## config.mk

```make
export PLATFORM = sky130hd
export DESIGN_NAME = exception_sequencer
export DESIGN_NICKNAME = d
export VERILOG_FILES = /design/src/rtl/exception_sequencer.sv
export SDC_FILE = /design/constraint.sdc
export NUM_CORES = 1
export LEC_CHECK = 0
export CAP_MARGIN = 20
export CORE_MARGIN = 8
export CORE_UTILIZATION = 41
export CTS_BUF_LIST = sky130_fd_sc_hd__clkbuf_16
export DETAILED_ROUTE_END_ITERATION = 16
export PLACE_DENSITY_LB_ADDON = 0.08
export SYNTH_ARGS = -nofsm -noshare
export SYNTH_HDL_FRONTEND = slang
export SYNTH_SLANG_ARGS = --single-unit
export TNS_END_PERCENT = 10
```

## constraint.sdc

```tcl
create_clock -name clk -period 2.1 [get_ports clk]
set_input_delay 0.21 -clock clk [delete_from_list [all_inputs] [get_ports clk]]
set_output_delay 0.21 -clock clk [all_outputs]
set_load 0.05 [all_outputs]
```

## src/rtl/exception_sequencer.sv

```systemverilog
// rtl/exception_sequencer.sv - cop0 exception-entry and ERET sequencer
module exception_sequencer #(
    parameter logic [31:0] HANDLER_ADDR = 32'h8000_0180,
    parameter logic [4:0]  REG_BADVADDR = 5'd8,
    parameter logic [4:0]  REG_STATUS   = 5'd12,
    parameter logic [4:0]  REG_CAUSE    = 5'd13,
    parameter logic [4:0]  REG_EPC      = 5'd14
) (
    input  logic        clk,
    input  logic        reset,
    input  logic        mem_exc,
    input  logic [4:0]  mem_code,
    input  logic [31:0] mem_pc,
    input  logic [31:0] mem_badvaddr,
    input  logic        ex_exc,
    input  logic [4:0]  ex_code,
    input  logic [31:0] ex_pc,
    input  logic        id_exc,
    input  logic [4:0]  id_code,
    input  logic [31:0] id_pc,
    input  logic        if_exc,
    input  logic [31:0] if_pc,
    input  logic        int_ext,
    input  logic        eret,
    input  logic [31:0] status_in,
    input  logic [31:0] epc_in,
    output logic        cop_we,
    output logic [4:0]  cop_wreg,
    output logic [31:0] cop_wdata,
    output logic        flush,
    output logic        stall,
    output logic        pc_redirect,
    output logic [31:0] pc_target,
    output logic        busy
);

    typedef enum logic [2:0] {
        IDLE,
        SAVE_EPC,
        SAVE_BADV,
        SAVE_CAUSE,
        SAVE_STATUS,
        ERET_STATUS,
        REDIRECT
    } state_t;

    state_t      state, state_n;

    logic [4:0]  lat_code;
    logic [31:0] lat_pc;
    logic [31:0] lat_badv;
    logic [31:0] lat_target;

    logic        sel_take;
    logic [4:0]  sel_code;
    logic [31:0] sel_pc;
    logic [31:0] sel_badv;
    logic        sel_addr;
    logic        lat_addr;
    logic        int_ok;

    logic        cop_we_d;
    logic [4:0]  cop_wreg_d;
    logic [31:0] cop_wdata_d;
    logic        pc_redirect_d;
    logic [31:0] pc_target_d;
    logic        busy_d;

    // Age-priority pick among the stage requests; the interrupt only counts when enabled and not already in EXL
    always_comb begin
        int_ok   = int_ext & status_in[0] & ~status_in[1];
        sel_take = 1'b1;
        sel_code = 5'd0;
        sel_pc   = 32'd0;
        sel_badv = 32'd0;
        if (mem_exc) begin
            sel_code = mem_code;
            sel_pc   = mem_pc;
            sel_badv = mem_badvaddr;
        end else if (ex_exc) begin
            sel_code = ex_code;
            sel_pc   = ex_pc;
        end else if (id_exc) begin
            sel_code = id_code;
            sel_pc   = id_pc;
        end else if (if_exc) begin
            sel_code = 5'd4;
            sel_pc   = if_pc;
            sel_badv = if_pc;
        end else if (int_ok) begin
            sel_code = 5'd0;
            sel_pc   = mem_pc;
        end else begin
            sel_take = 1'b0;
        end
        sel_addr = (sel_code == 5'd4) || (sel_code == 5'd5);
        lat_addr = (lat_code == 5'd4) || (lat_code == 5'd5);
    end

    // Next state plus the write-port/redirect values that the output stage registers one cycle later
    always_comb begin
        state_n       = state;
        cop_we_d      = 1'b0;
        cop_wreg_d    = 5'd0;
        cop_wdata_d   = 32'd0;
        pc_redirect_d = 1'b0;
        pc_target_d   = 32'd0;
        busy_d        = (state != IDLE);
        case (state)
            IDLE: begin
                if (sel_take) begin
                    if (status_in[1])
                        state_n = sel_addr ? SAVE_BADV : SAVE_CAUSE;
                    else
                        state_n = SAVE_EPC;
                end else if (eret) begin
                    state_n = ERET_STATUS;
                end
            end
            SAVE_EPC: begin
                cop_we_d    = 1'b1;
                cop_wreg_d  = REG_EPC;
                cop_wdata_d = lat_pc;
                state_n     = lat_addr ? SAVE_BADV : SAVE_CAUSE;
            end
            SAVE_BADV: begin
                cop_we_d    = 1'b1;
                cop_wreg_d  = REG_BADVADDR;
                cop_wdata_d = lat_badv;
                state_n     = SAVE_CAUSE;
            end
            SAVE_CAUSE: begin
                cop_we_d    = 1'b1;
                cop_wreg_d  = REG_CAUSE;
                cop_wdata_d = {25'd0, lat_code, 2'b00};
                state_n     = SAVE_STATUS;
            end
            SAVE_STATUS: begin
                cop_we_d    = 1'b1;
                cop_wreg_d  = REG_STATUS;
                cop_wdata_d = (status_in | 32'h0000_0002) & ~32'h0000_0010;
                state_n     = REDIRECT;
            end
            ERET_STATUS: begin
                cop_we_d    = 1'b1;
                cop_wreg_d  = REG_STATUS;
                cop_wdata_d = status_in & ~32'h0000_0002;
                state_n     = REDIRECT;
            end
            REDIRECT: begin
                pc_redirect_d = 1'b1;
                pc_target_d   = lat_target;
                state_n       = IDLE;
            end
            default: begin
                state_n = IDLE;
            end
        endcase
    end

    // State register
    always_ff @(posedge clk or negedge reset) begin
        if (!reset)
            state <= IDLE;
        else
            state <= state_n;
    end

    // Capture the chosen request in IDLE and the return address on the way into REDIRECT
    always_ff @(posedge clk or negedge reset) begin
        if (!reset) begin
            lat_code   <= 5'd0;
            lat_pc     <= 32'd0;
            lat_badv   <= 32'd0;
            lat_target <= 32'd0;
        end else begin
            if (state == IDLE && sel_take) begin
                lat_code <= sel_code;
                lat_pc   <= sel_pc;
                lat_badv <= sel_badv;
            end
            if (state == SAVE_STATUS)
                lat_target <= HANDLER_ADDR;
            else if (state == ERET_STATUS)
                lat_target <= epc_in;
        end
    end

    // Registered outputs
    always_ff @(posedge clk or negedge reset) begin
        if (!reset) begin
            cop_we      <= 1'b0;
            cop_wreg    <= 5'd0;
            cop_wdata   <= 32'd0;
            flush       <= 1'b0;
            stall       <= 1'b0;
            pc_redirect <= 1'b0;
            pc_target   <= 32'd0;
            busy        <= 1'b0;
        end else begin
            cop_we      <= cop_we_d;
            cop_wreg    <= cop_wreg_d;
            cop_wdata   <= cop_wdata_d;
            flush       <= busy_d;
            stall       <= busy_d;
            pc_redirect <= pc_redirect_d;
            pc_target   <= pc_target_d;
            busy        <= busy_d;
        end
    end

endmodule

```

==> metrics.txt <==
most common cell in the netlist dfrtp_1; Clock Power Share 0.196; Sw Pwr 6500 uW; endpoints failing setup 0; critical path's slowest cell dfrtp_2; vias in the first global route 8,466; #FFs+latches synth 175; met3 usage 0.0511; Post-synth EDFFs 0; CTS tree yes; power share of the combinational group 0.453; cell taking the most area after synthesis dfrtp_1; Synth top area share 0.499; Final ANT Viol Nets 0; first-pass GRT wire length 49.0 mm; max-cap viol count 0; Cells after DPL 1,517; Setup CP Type register to register; crit path DAT 2.19 ns; minimum clock period 1.85 ns; share of cells above drive strength 1 0.0863; # fillers 1,787; final net count 1,512; Sw Ratio 0.418; Final period util 0.880; synthesized instance count 977; Synthesized Nets 1,226; synth cell count leaders dfrtp_1 (175), nand2_1 (124), o21ai_0 (93), a21oi_1 (74), nor2_1 (74); Worst Path Required 2.44 ns; hold crit path type input pin to register; Async S/R FF share, synth 1.00; sum of buffers and inverters on the critical path 4; Mapped Area 8770 sq um; Core ar. 21,000 sq um; I/O pin count 321; CP endpoint kind register; RR Startpoint state[0]; routed vias 8,456; critical path fanouts, max 50; maximum clock rate 541 MHz; Resized cells post-CTS 0; area taken by multi-input logic gates 3810 sq um; Flop pwr share 0.352; status finished clean; Layout Cells excl Fill 1,552; RSZ-0062 raised after global routing false; worst slew pin tran 0.610 ns; Initial Util 0.417; met2 GRT Util 0.356; fin area 12,900 sq um; Internal Power 9060 uW; WL per Instance 20.3 microns; Placed Instance Area 12,300 sq um; Worst path max stage delay 0.41 ns; Die Wd 162 microns; worst-path cell chain buf_4 -> nor3_2 -> inv_2 -> a21oi_4 -> buf_12 -> buf_12 -> nor2_1 -> a21oi_1; die height 162 microns; clock tree root buffer cell clkbuf_16; RD Place Congestion 0.923; H-tree depth 4; area grow syn2layout 47.3%; crit path launch state[0]; Hold Vio Cnt, Final 0; max-slew violation count 0; drt pass-1 iters 5; DRC violations left 0; WHS 0.223 ns; P_leak 0.00518 uW; Iter 0 DRT Violations 756; Sequential Area 4380 sq um; most frequent CP cell buf_12; syn avg cell area 8.98 sq um; Pwr per Cell Area 1200 nW/um^2; largest net degree at the start of global routing 94; Worst slew margin 0.583; num rows 53; hpwl dp 24.2 mm; largest cells by area after synthesis dfrtp_1 (50%), o21ai_0 (5.3%), nand2_1 (5.3%), a21oi_1 (4.2%), nor2_1 (3.2%); Die ar. 26,300 sq um; clock skew 0.00985 ns; critical path's top delay family buffers and inverters; top_reg_cell synth dfrtp_1; Clock transition at path regs 0.07 ns; worst-skew pair later-pin latency 0.42 ns; input/output buffers 319; vias per cell 5.45; grt ovf 0; clock sink count 175; Synth warnings 0; GRT Max-Usage Layer met2; All-Layer GR Usage 0.236; peak supply drop 0.000759 V; Startpoint Class register; Routed WL 31.6 mm; Num CTS Buffers 17; Distinct cells, synth 49; clock buffer depth 2; post-route core utilization 0.615; met1 GRT Util 0.336; register area share after synthesis 0.499; Final TNS setup 0 ns; hold_sp mem_exc; initial antenna violation count 2
==> worst register-to-register path: stages, from the launching register on <==
cell and delay [ns]:
dfrtp_2 0.41, buf_4 0.18, nor3_2 0.27, inv_2 0.11, a21oi_4 0.17, buf_12 0.19
buf_12 0.24, nor2_1 0.08, a21oi_1 0.12
==> cells by family after synthesis <==
kind of cell | share of synthesized area
DFF | 0.499
and+or+nand+nor | 0.170
buffers and inverters | 0.0690
other | 0.000427
muxes | 0.0108
adders and majority gates | 0.00285
AOI/OAI and AO/OA | 0.248
==> layer usage <==
metal,vias up,part of all wire
li1,4060,-
met1,3988,0.46
met2,384,0.44
met3,24,0.081
met4,0,0.013
met5,-,0
==> worst paths after layout <==
kind,slack (ns),to,cells past startpoint
worst max-delay path,0.25,lat_badv[26],8
worst min-delay path,0.22,lat_pc[6],3
worst max register to register,0.25,lat_badv[26],8
worst min register to register,0.48,pc_target[8],1
max in group asynchronous,1.07,lat_badv[26],3
min in group asynchronous,0.35,pc_target[2],2
==> registers in the layout (all words and copies together) (netlist names) <==
register and count:
cop_wdata 32, lat_badv 32, lat_pc 32, lat_target 32
pc_target 32, cop_wreg 4, pc_redirect 1, lat_code 5
state 3, cop_we 1, busy 1
==> layout by cell type (no fill, tap or decap), types with 28 or more instances in the layout <==
master and count:
buf_4 35, clkdlybuf4s50_1 315, nand2_1 124, inv_1 34
and2_1 28, dfrtp_1 174, nor3_1 34, nor2_1 74
nor4_1 29, a21oi_1 74, o21ai_0 93, a31oi_1 34
==> per-stage QoR <==
step | setup WS (ns) | total power (uW)
4_1_cts | 0.147 | 15600
6_report | 0.252 | 15600
2_1_floorplan | 0.0701 | 9880
5_1_grt | 0.134 | 16600
3_3_place_gp | -0.110 | 12400
3_5_place_dp | -0.0253 | 12500
==> power groups by stage <==
stage | clock, uW | combinational, uW | sequential [uW]
global placement | 0 | 6870 | 5510
finish | 3040 | 7050 | 5470
CTS | 3090 | 7030 | 5460
global route | 3230 | 7730 | 5590
floorplan | 0 | 3670 | 6210
detailed placement | 0 | 7010 | 5520
==> timing repair <==
| item | in CTS | in global routing |
|---|---|---|
| hold endpoints to repair | 58 | 0 |
| buffers inserted | 0 | 0 |
| hold buffers | 1 | 0 |
==> final cells by class <==
type                    instances  area share
clock inverters                14      0.0119
well taps                     275      0.0266
diodes                          2    0.000387
inverters                      37      0.0107
repair buffers                365       0.283
multi-input cells             667       0.295
flip-flops and latches        175       0.339
clock buffers                  17      0.0329
No activity file was read; power rests on OpenSTA's default activity.
